===== config.mk =====
export PLATFORM = sky130hd
export DESIGN_NAME = multi_channel_correlator
export DESIGN_NICKNAME = d
export VERILOG_FILES = /design/src/rtl/correlator_pkg.sv /design/src/rtl/correlator_channel.sv /design/src/rtl/multi_channel_correlator.sv
export SDC_FILE = /design/constraint.sdc
export NUM_CORES = 1
export LEC_CHECK = 0
export CAP_MARGIN = 10
export CORE_ASPECT_RATIO = 1.1
export CORE_MARGIN = 2
export CORE_UTILIZATION = 45
export CTS_BUF_LIST = sky130_fd_sc_hd__clkbuf_8
export CTS_CLUSTER_DIAMETER = 50
export DETAILED_ROUTE_END_ITERATION = 10
export GPL_TIMING_DRIVEN = 0
export PLACE_DENSITY = 0.74
export SYNTH_ARGS = -nofsm -noshare
export SYNTH_HDL_FRONTEND = slang
export SYNTH_SLANG_ARGS = --single-unit

===== constraint.sdc =====
create_clock -name i_clk -period 7.4 [get_ports i_clk]
set_clock_uncertainty 0.05 [all_clocks]
set_input_delay 1.11 -clock i_clk [delete_from_list [all_inputs] [get_ports i_clk]]
set_output_delay 1.11 -clock i_clk [all_outputs]
set_load 0.005 [all_outputs]

===== src/rtl/correlator_pkg.sv =====
// Shared types for the multi-channel photon correlator: one-hot FSM states
// and the per-channel arrival code values.
package correlator_pkg;

    typedef enum logic [4:0] {
        ST_IDLE = 5'b00001,
        ST_ARM  = 5'b00010,
        ST_WIN1 = 5'b00100,
        ST_WIN2 = 5'b01000,
        ST_DONE = 5'b10000
    } state_e;

    localparam logic [1:0] ARR_NONE       = 2'd0;
    localparam logic [1:0] ARR_WIN1       = 2'd1;
    localparam logic [1:0] ARR_WIN2_ONE   = 2'd2;
    localparam logic [1:0] ARR_WIN2_MULTI = 2'd3;

endpackage


===== src/rtl/correlator_channel.sv =====
// One PMT channel: synchroniser, rising-edge detect, saturating per-window
// counters, first-arrival capture and arrival/bright decode.
module correlator_channel
    import correlator_pkg::*;
#(
    parameter int TS_W  = 32,
    parameter int CNT_W = 8
) (
    input  logic             i_clk,
    input  logic             i_rst,
    input  logic             i_pmt,
    input  logic             i_clear,
    input  logic             i_win1,
    input  logic             i_win2,
    input  logic             i_load,
    input  logic [TS_W-1:0]  i_elapsed,
    input  logic [CNT_W-1:0] i_thr,
    output logic             o_seen1_d,
    output logic [CNT_W-1:0] o_count1,
    output logic [CNT_W-1:0] o_count2,
    output logic [TS_W-1:0]  o_first_time,
    output logic [1:0]       o_arrival,
    output logic             o_bright
);

    localparam logic [CNT_W-1:0] CNT_MAX = '1;
    localparam logic [CNT_W-1:0] CNT_ONE = CNT_W'(1);

    logic [1:0]       sync_q;
    logic             edge_q;
    logic             rise;
    logic [CNT_W-1:0] count1_q, count1_d;
    logic [CNT_W-1:0] count2_q, count2_d;
    logic [TS_W-1:0]  first_q, first_d;
    logic [1:0]       arrival_q, arrival_d;
    logic             bright_q, bright_d;
    logic [CNT_W-1:0] thr_eff;

    assign rise    = sync_q[1] & ~edge_q;
    // A zero threshold would make every channel bright, so it is treated as one.
    assign thr_eff = (i_thr == '0) ? CNT_ONE : i_thr;

    always_comb begin
        count1_d = count1_q;
        count2_d = count2_q;
        first_d  = first_q;
        if (i_clear) begin
            count1_d = '0;
            count2_d = '0;
            first_d  = '1;
        end else if (rise) begin
            if (i_win1 && count1_q != CNT_MAX) count1_d = count1_q + CNT_ONE;
            if (i_win2 && count2_q != CNT_MAX) count2_d = count2_q + CNT_ONE;
            if ((i_win1 || i_win2) && count1_q == '0 && count2_q == '0) first_d = i_elapsed;
        end

        if (count1_d != '0)           arrival_d = ARR_WIN1;
        else if (count2_d == CNT_ONE) arrival_d = ARR_WIN2_ONE;
        else if (count2_d != '0)      arrival_d = ARR_WIN2_MULTI;
        else                          arrival_d = ARR_NONE;
        bright_d = (count1_d >= thr_eff);
    end

    always_ff @(posedge i_clk) begin
        if (i_rst) begin
            sync_q    <= '0;
            edge_q    <= 1'b0;
            count1_q  <= '0;
            count2_q  <= '0;
            first_q   <= '1;
            arrival_q <= ARR_NONE;
            bright_q  <= 1'b0;
        end else begin
            sync_q   <= {sync_q[0], i_pmt};
            edge_q   <= sync_q[1];
            count1_q <= count1_d;
            count2_q <= count2_d;
            first_q  <= first_d;
            // Decode uses next-state counts so the final window cycle is included.
            if (i_load) begin
                arrival_q <= arrival_d;
                bright_q  <= bright_d;
            end
        end
    end

    assign o_seen1_d    = (count1_d != '0);
    assign o_count1     = count1_q;
    assign o_count2     = count2_q;
    assign o_first_time = first_q;
    assign o_arrival    = arrival_q;
    assign o_bright     = bright_q;

endmodule


===== src/rtl/multi_channel_correlator.sv =====
// Two-window photon-arrival correlator: owns the sequencing FSM, elapsed
// counter and latched configuration; per-channel work lives in correlator_channel.
module multi_channel_correlator
    import correlator_pkg::*;
#(
    parameter int NUM_CH = 4,
    parameter int TS_W   = 32,
    parameter int CNT_W  = 8
) (
    input  logic                    i_clk,
    input  logic                    i_rst,
    input  logic                    i_start,
    input  logic                    i_stop,
    input  logic                    i_early_exit,
    input  logic [NUM_CH-1:0]       i_pmt,
    input  logic [TS_W-1:0]         i_tau1,
    input  logic [TS_W-1:0]         i_tau2,
    input  logic [CNT_W-1:0]        i_bright_thr,
    output logic                    o_busy,
    output logic                    o_done,
    output logic                    o_aborted,
    output logic [NUM_CH*CNT_W-1:0] o_count1,
    output logic [NUM_CH*CNT_W-1:0] o_count2,
    output logic [NUM_CH*TS_W-1:0]  o_first_time,
    output logic [NUM_CH*2-1:0]     o_arrival,
    output logic [NUM_CH-1:0]       o_bright
);

    state_e            state_q, state_d;
    logic [TS_W-1:0]   elapsed_q;
    logic [TS_W-1:0]   tau1_q, tau2_q;
    logic [CNT_W-1:0]  thr_q;
    logic              early_q;
    logic              aborted_q, done_q, busy_q;
    logic [TS_W:0]     tau_sum;
    logic              arm_enter, load, stop_hit, win1_end, win2_end;
    logic [NUM_CH-1:0] seen1;

    // The sum is one bit wider so tau1+tau2 cannot wrap before the compare.
    assign tau_sum   = {1'b0, tau1_q} + {1'b0, tau2_q};
    assign win1_end  = (elapsed_q == tau1_q - TS_W'(1));
    assign win2_end  = ({1'b0, elapsed_q} == tau_sum - (TS_W+1)'(1));
    assign arm_enter = (state_q == ST_IDLE) && i_start;
    assign stop_hit  = i_stop && (state_q == ST_ARM || state_q == ST_WIN1 || state_q == ST_WIN2);
    assign load      = (state_d == ST_DONE) && (state_q != ST_DONE);

    // Stop is checked first so it wins over window-end and early-exit exits.
    always_comb begin
        state_d = state_q;
        case (state_q)
            ST_IDLE: if (i_start) state_d = ST_ARM;
            ST_ARM: begin
                if (i_stop)              state_d = ST_DONE;
                else if (tau1_q != '0)   state_d = ST_WIN1;
                else if (tau2_q != '0)   state_d = ST_WIN2;
                else                     state_d = ST_DONE;
            end
            ST_WIN1: begin
                if (i_stop)                   state_d = ST_DONE;
                else if (early_q && &seen1)   state_d = ST_DONE;
                else if (win1_end)            state_d = (tau2_q != '0) ? ST_WIN2 : ST_DONE;
            end
            ST_WIN2: if (i_stop || win2_end) state_d = ST_DONE;
            ST_DONE: state_d = ST_IDLE;
            default: state_d = ST_IDLE;
        endcase
    end

    always_ff @(posedge i_clk) begin
        if (i_rst) begin
            state_q   <= ST_IDLE;
            elapsed_q <= '0;
            tau1_q    <= '0;
            tau2_q    <= '0;
            thr_q     <= '0;
            early_q   <= 1'b0;
            aborted_q <= 1'b0;
            done_q    <= 1'b0;
            busy_q    <= 1'b0;
        end else begin
            state_q <= state_d;
            done_q  <= (state_d == ST_DONE);
            busy_q  <= (state_d != ST_IDLE);
            if (arm_enter) begin
                tau1_q    <= i_tau1;
                tau2_q    <= i_tau2;
                thr_q     <= i_bright_thr;
                early_q   <= i_early_exit;
                aborted_q <= 1'b0;
                elapsed_q <= '0;
            end else if (state_q == ST_WIN1 || state_q == ST_WIN2) begin
                elapsed_q <= elapsed_q + TS_W'(1);
            end
            if (load) aborted_q <= stop_hit;
        end
    end

    for (genvar g = 0; g < NUM_CH; g++) begin : g_ch
        correlator_channel #(
            .TS_W  (TS_W),
            .CNT_W (CNT_W)
        ) u_channel (
            .i_clk        (i_clk),
            .i_rst        (i_rst),
            .i_pmt        (i_pmt[g]),
            .i_clear      (arm_enter),
            .i_win1       (state_q == ST_WIN1),
            .i_win2       (state_q == ST_WIN2),
            .i_load       (load),
            .i_elapsed    (elapsed_q),
            .i_thr        (thr_q),
            .o_seen1_d    (seen1[g]),
            .o_count1     (o_count1[g*CNT_W +: CNT_W]),
            .o_count2     (o_count2[g*CNT_W +: CNT_W]),
            .o_first_time (o_first_time[g*TS_W +: TS_W]),
            .o_arrival    (o_arrival[g*2 +: 2]),
            .o_bright     (o_bright[g])
        );
    end

    assign o_busy    = busy_q;
    assign o_done    = done_q;
    assign o_aborted = aborted_q;

endmodule


==> flow_summary_export.csv <==
group,metric,value,unit
floorplanning,initial_core_util,45.5,%
power_and_ir_drop,switching_share,34.4,%
layout,final_nets,3081,
power_and_ir_drop,clockPowerShare,34.6,%
logic_synthesis,synth_adder_area_share,7.46,%
logic_synthesis,synth_simple_gate_area_share,29.7,%
place,hpwl,57300,um
worst_hold_path,timing.hold.worst.class,"flop to flop",
worst_hold_path,holdPathEnd,"g_ch[1].u_channel.sync_q[1]",
setup_path,path_max_fanout,10,
global_route,grt_overflow,0,
global_route,grtUsageMet1,36.6,%
setup_path,rr_startpoint,"state_q[3]",
logic_synthesis,synth_area,19200,um2
power_and_ir_drop,worst_ir_drop_vdd,0.000115,V
timing,setup_viol,0,
global_route,grt_max_degree,15,
setup_path,crit_type,"input pin to flop",
clocking,clock_path_buffers,3,
place,place_area,22800,um2
routing,vias,19800,
logic_synthesis,ys_warn_count,0,
setup_path,cp.required,7.85,ns
logic_synthesis,synth-seq-area-share,34.3,%
place,gp_congestion,0.989,
floorplanning,num_rows,79,
outcome,status,"finished clean",
floorplanning,die_x,201,um
power_and_ir_drop,seqPwrFrac,37.8,%
layout,design_area,23900,um2
timing,period_share,74.4,%
clocking,clock_latency,0.66,ns
global_route,antenna_found_initial,3,
setup_path,reg2regPathDepth,16,
layout,syn_to_final_growth,24.5,%
setup_path,arrival,5.95,ns
clocking,cts_setup_buffers,0,
layout,final_common_cell,"nand2_1",
timing,tightest_slew,1.06,ns
setup_path,rrSetupSlack,2.20,ns
timing,report.final.slew_viol_count,0,
logic_synthesis,synth_top_family_by_area,"simple AND/OR/NAND/NOR gates",
layout,drive_gt1_share,4.99,%
timing,rsz0062_at_grt,"no",
clocking,h-tree-depth,2,
power_and_ir_drop,p_switching,1.68,mW
logic_synthesis,synthesis.nets,2741,
logic_synthesis,netlist_instances,2546,
floorplanning,fp.dieH,221,um
timing,post-route-min-period,5.51,ns
power_and_ir_drop,total_power,4.88,mW
routing,viasPerCell,5.68,
logic_synthesis,muxShareOfSynthArea,1.55,%
global_route,use_met2,55.7,%
routing,dr.pass1.iters,8,
timing,fin_tns_setup,0,ns
timing,max_slew_margin,29.3,%
logic_synthesis,synth-compound-area-share,13.1,%
logic_synthesis,syn_area_per_cell,7.55,um2
clocking,cts.sinks,329,
logic_synthesis,synth_edf_count,0,
floorplanning,core,42200,um2
logic_synthesis,synthFlopType,"dfxtp_1",
routing,drc,0,
floorplanning,ios,288,
power_and_ir_drop,leakage,9.84,nW
clocking,cts_tree,"built",
power_and_ir_drop,power_density,204,nW/um2
floorplanning,dieArea,44400,um2
logic_synthesis,ys_ff_latch,329,
timing,hold_viol,0,
worst_hold_path,whs_path_depth,1,
clocking,cts_hold_buf,0,
clocking,path_clk_slew,0.06,ns
global_route,grt_use_met3,5.15,%
routing,wire_per_inst,20.8,um
timing,max_freq,0.182,GHz
place,port_buffers,285,
routing,routed_wl,72700,um
power_and_ir_drop,p_comb_share,27.6,%
global_route,top_usage_layer,"met2",
logic_synthesis,ys_types,96,
setup_path,worstSetupStartpointType,"input pin",
worst_hold_path,worstHoldStart,"g_ch[1].u_channel.sync_q[0]",
clocking,ctsRootBufferMaster,"clkbuf_8",
run,maxCapViolations,0,
power_and_ir_drop,p_int,3.20,mW
routing,drt_iter0_drc,1704,
logic_synthesis,synth_xor_area_share,7.06,%
logic_synthesis,postSynth.asyncResetShare,0,%
global_route,first_global_vias,19200,
layout,layout_common_cells,"nand2_1 (503), dfxtp_1 (329), clkdlybuf4s50_1 (285), inv_1 (182), nor2_1 (180)",
setup_path,regToRegEndpoint,"g_ch[1].u_channel.o_bright",
layout,utilization,56.7,%
setup_path,end_kind,"flop",
clocking,cts_buffers,53,
routing,ant_nets,0,
clocking,cts_resized,0,
global_route,grt_pass1_wl,108000,um
global_route,track_usage,31.5,%
how the worst max path moves through the flow:
stage,start,to,slack [ns],cells past startpoint
2_1_floorplan,i_start,g_ch[2].u_channel.o_bright,3.41,16
3_3_place_gp,i_start,g_ch[1].u_channel.o_bright,1.35,17
3_5_place_dp,i_start,g_ch[3].u_channel.o_bright,1.31,17
4_1_cts,i_start,g_ch[1].u_channel.o_bright,1.96,17
5_1_grt,i_start,g_ch[1].u_channel.o_bright,1.71,17
6_report,i_start,g_ch[1].u_channel.o_bright,1.90,17
Yosys cell counts, types with 23 or more instances:
library cell,count,area (um2)
nand2_1,503,1890
dfxtp_1,329,6590
nor2_1,180,676
inv_1,170,638
nand3_1,169,846
a21oi_1,140,701
clkbuf_1,137,514
ha_1,113,1410
xnor2_1,93,815
xor2_1,62,543
nand4_1,54,338
nor4_1,53,332
nor3_1,52,260
o21ai_0,45,225
o211ai_1,36,270
nor2b_1,32,200
nand2b_1,30,188
a21o_1,26,195
mux2i_1,23,230
flip-flops by register name (all words and copies together) (netlist names), 5 cells and up:
name                         flops
g_ch.u_channel.o_count2         32
g_ch.u_channel.o_first_time    128
g_ch.u_channel.o_arrival         8
g_ch.u_channel.o_count1         32
thr_q                            8
elapsed_q                       32
tau2_q                          32
g_ch.u_channel.sync_q            8
state_q                          5
tau1_q                          32
per-layer routing:
metal / part of all wire, % / up-vias
li1: - / 9387
met1: 39 / 9382
met2: 48 / 848
met3: 6.7 / 214
met4: 5.8 / 2
met5: 0.015 / -
critical path, stage by stage:
cell and delay, ns:
clkdlybuf4s50_1 0.56, nand3b_1 0.21, nor2_1 0.59, clkbuf_1 0.57, clkbuf_1 0.72, clkbuf_1 0.52
nor2_1 0.11, ha_1 0.32, a21o_1 0.16, a21o_1 0.18, a21o_1 0.18, a21oi_1 0.16
nor2b_1 0.06, o21ai_0 0.14, nand2b_1 0.08, a21oi_1 0.19, a211oi_2 0.09
kinds of logic (layout without fill, tap and decap cells):
| kind of cell | after synthesis | count (layout) |
|---|---|---|
| and+or+nand+nor | 1200 | 1200 |
| AOI/OAI and AO/OA | 379 | 379 |
| buffers and inverters | 340 | 720 |
| DFF | 329 | 329 |
| xor gates and xnor gates | 155 | 155 |
| adders and majority gates | 114 | 114 |
| muxes | 29 | 29 |
| other | 0 | 1 |
power groups by stage:
stage          clock network, mW  registers [mW]  logic (mW)
2_1_floorplan                  0            1.87       0.897
3_3_place_gp                   0            1.88        1.31
3_5_place_dp                   0            1.88        1.31
4_1_cts                     1.71            1.84        1.31
5_1_grt                     1.78            1.85        1.45
6_report                    1.69            1.84        1.35
area by class of cell:
| class | instances | area, um2 |
|---|---|---|
| Fill cell | 3990 | 18300 |
| Multi-Input combinational cell | 1877 | 11300 |
| Sequential cell | 329 | 6590 |
| Timing Repair Buffer | 285 | 2850 |
| Clock buffer | 70 | 963 |
| Tap cell | 567 | 709 |
| Buffer | 167 | 674 |
| Inverter | 173 | 649 |
| Clock inverter | 25 | 178 |
| Antenna cell | 1 | 2.50 |
metrics by stage:
step	instances	hold slack (ns)	setup slack (ns)
after global routing	3493	0.386	1.71
after CTS	3493	0.359	1.96
after detailed placement	3398	0.382	1.31
after floorplan	2546	0.364	3.41
after global placement	3398	0.368	1.35
final	3494	0.372	1.90
Power figures use the tool's default switching activity.
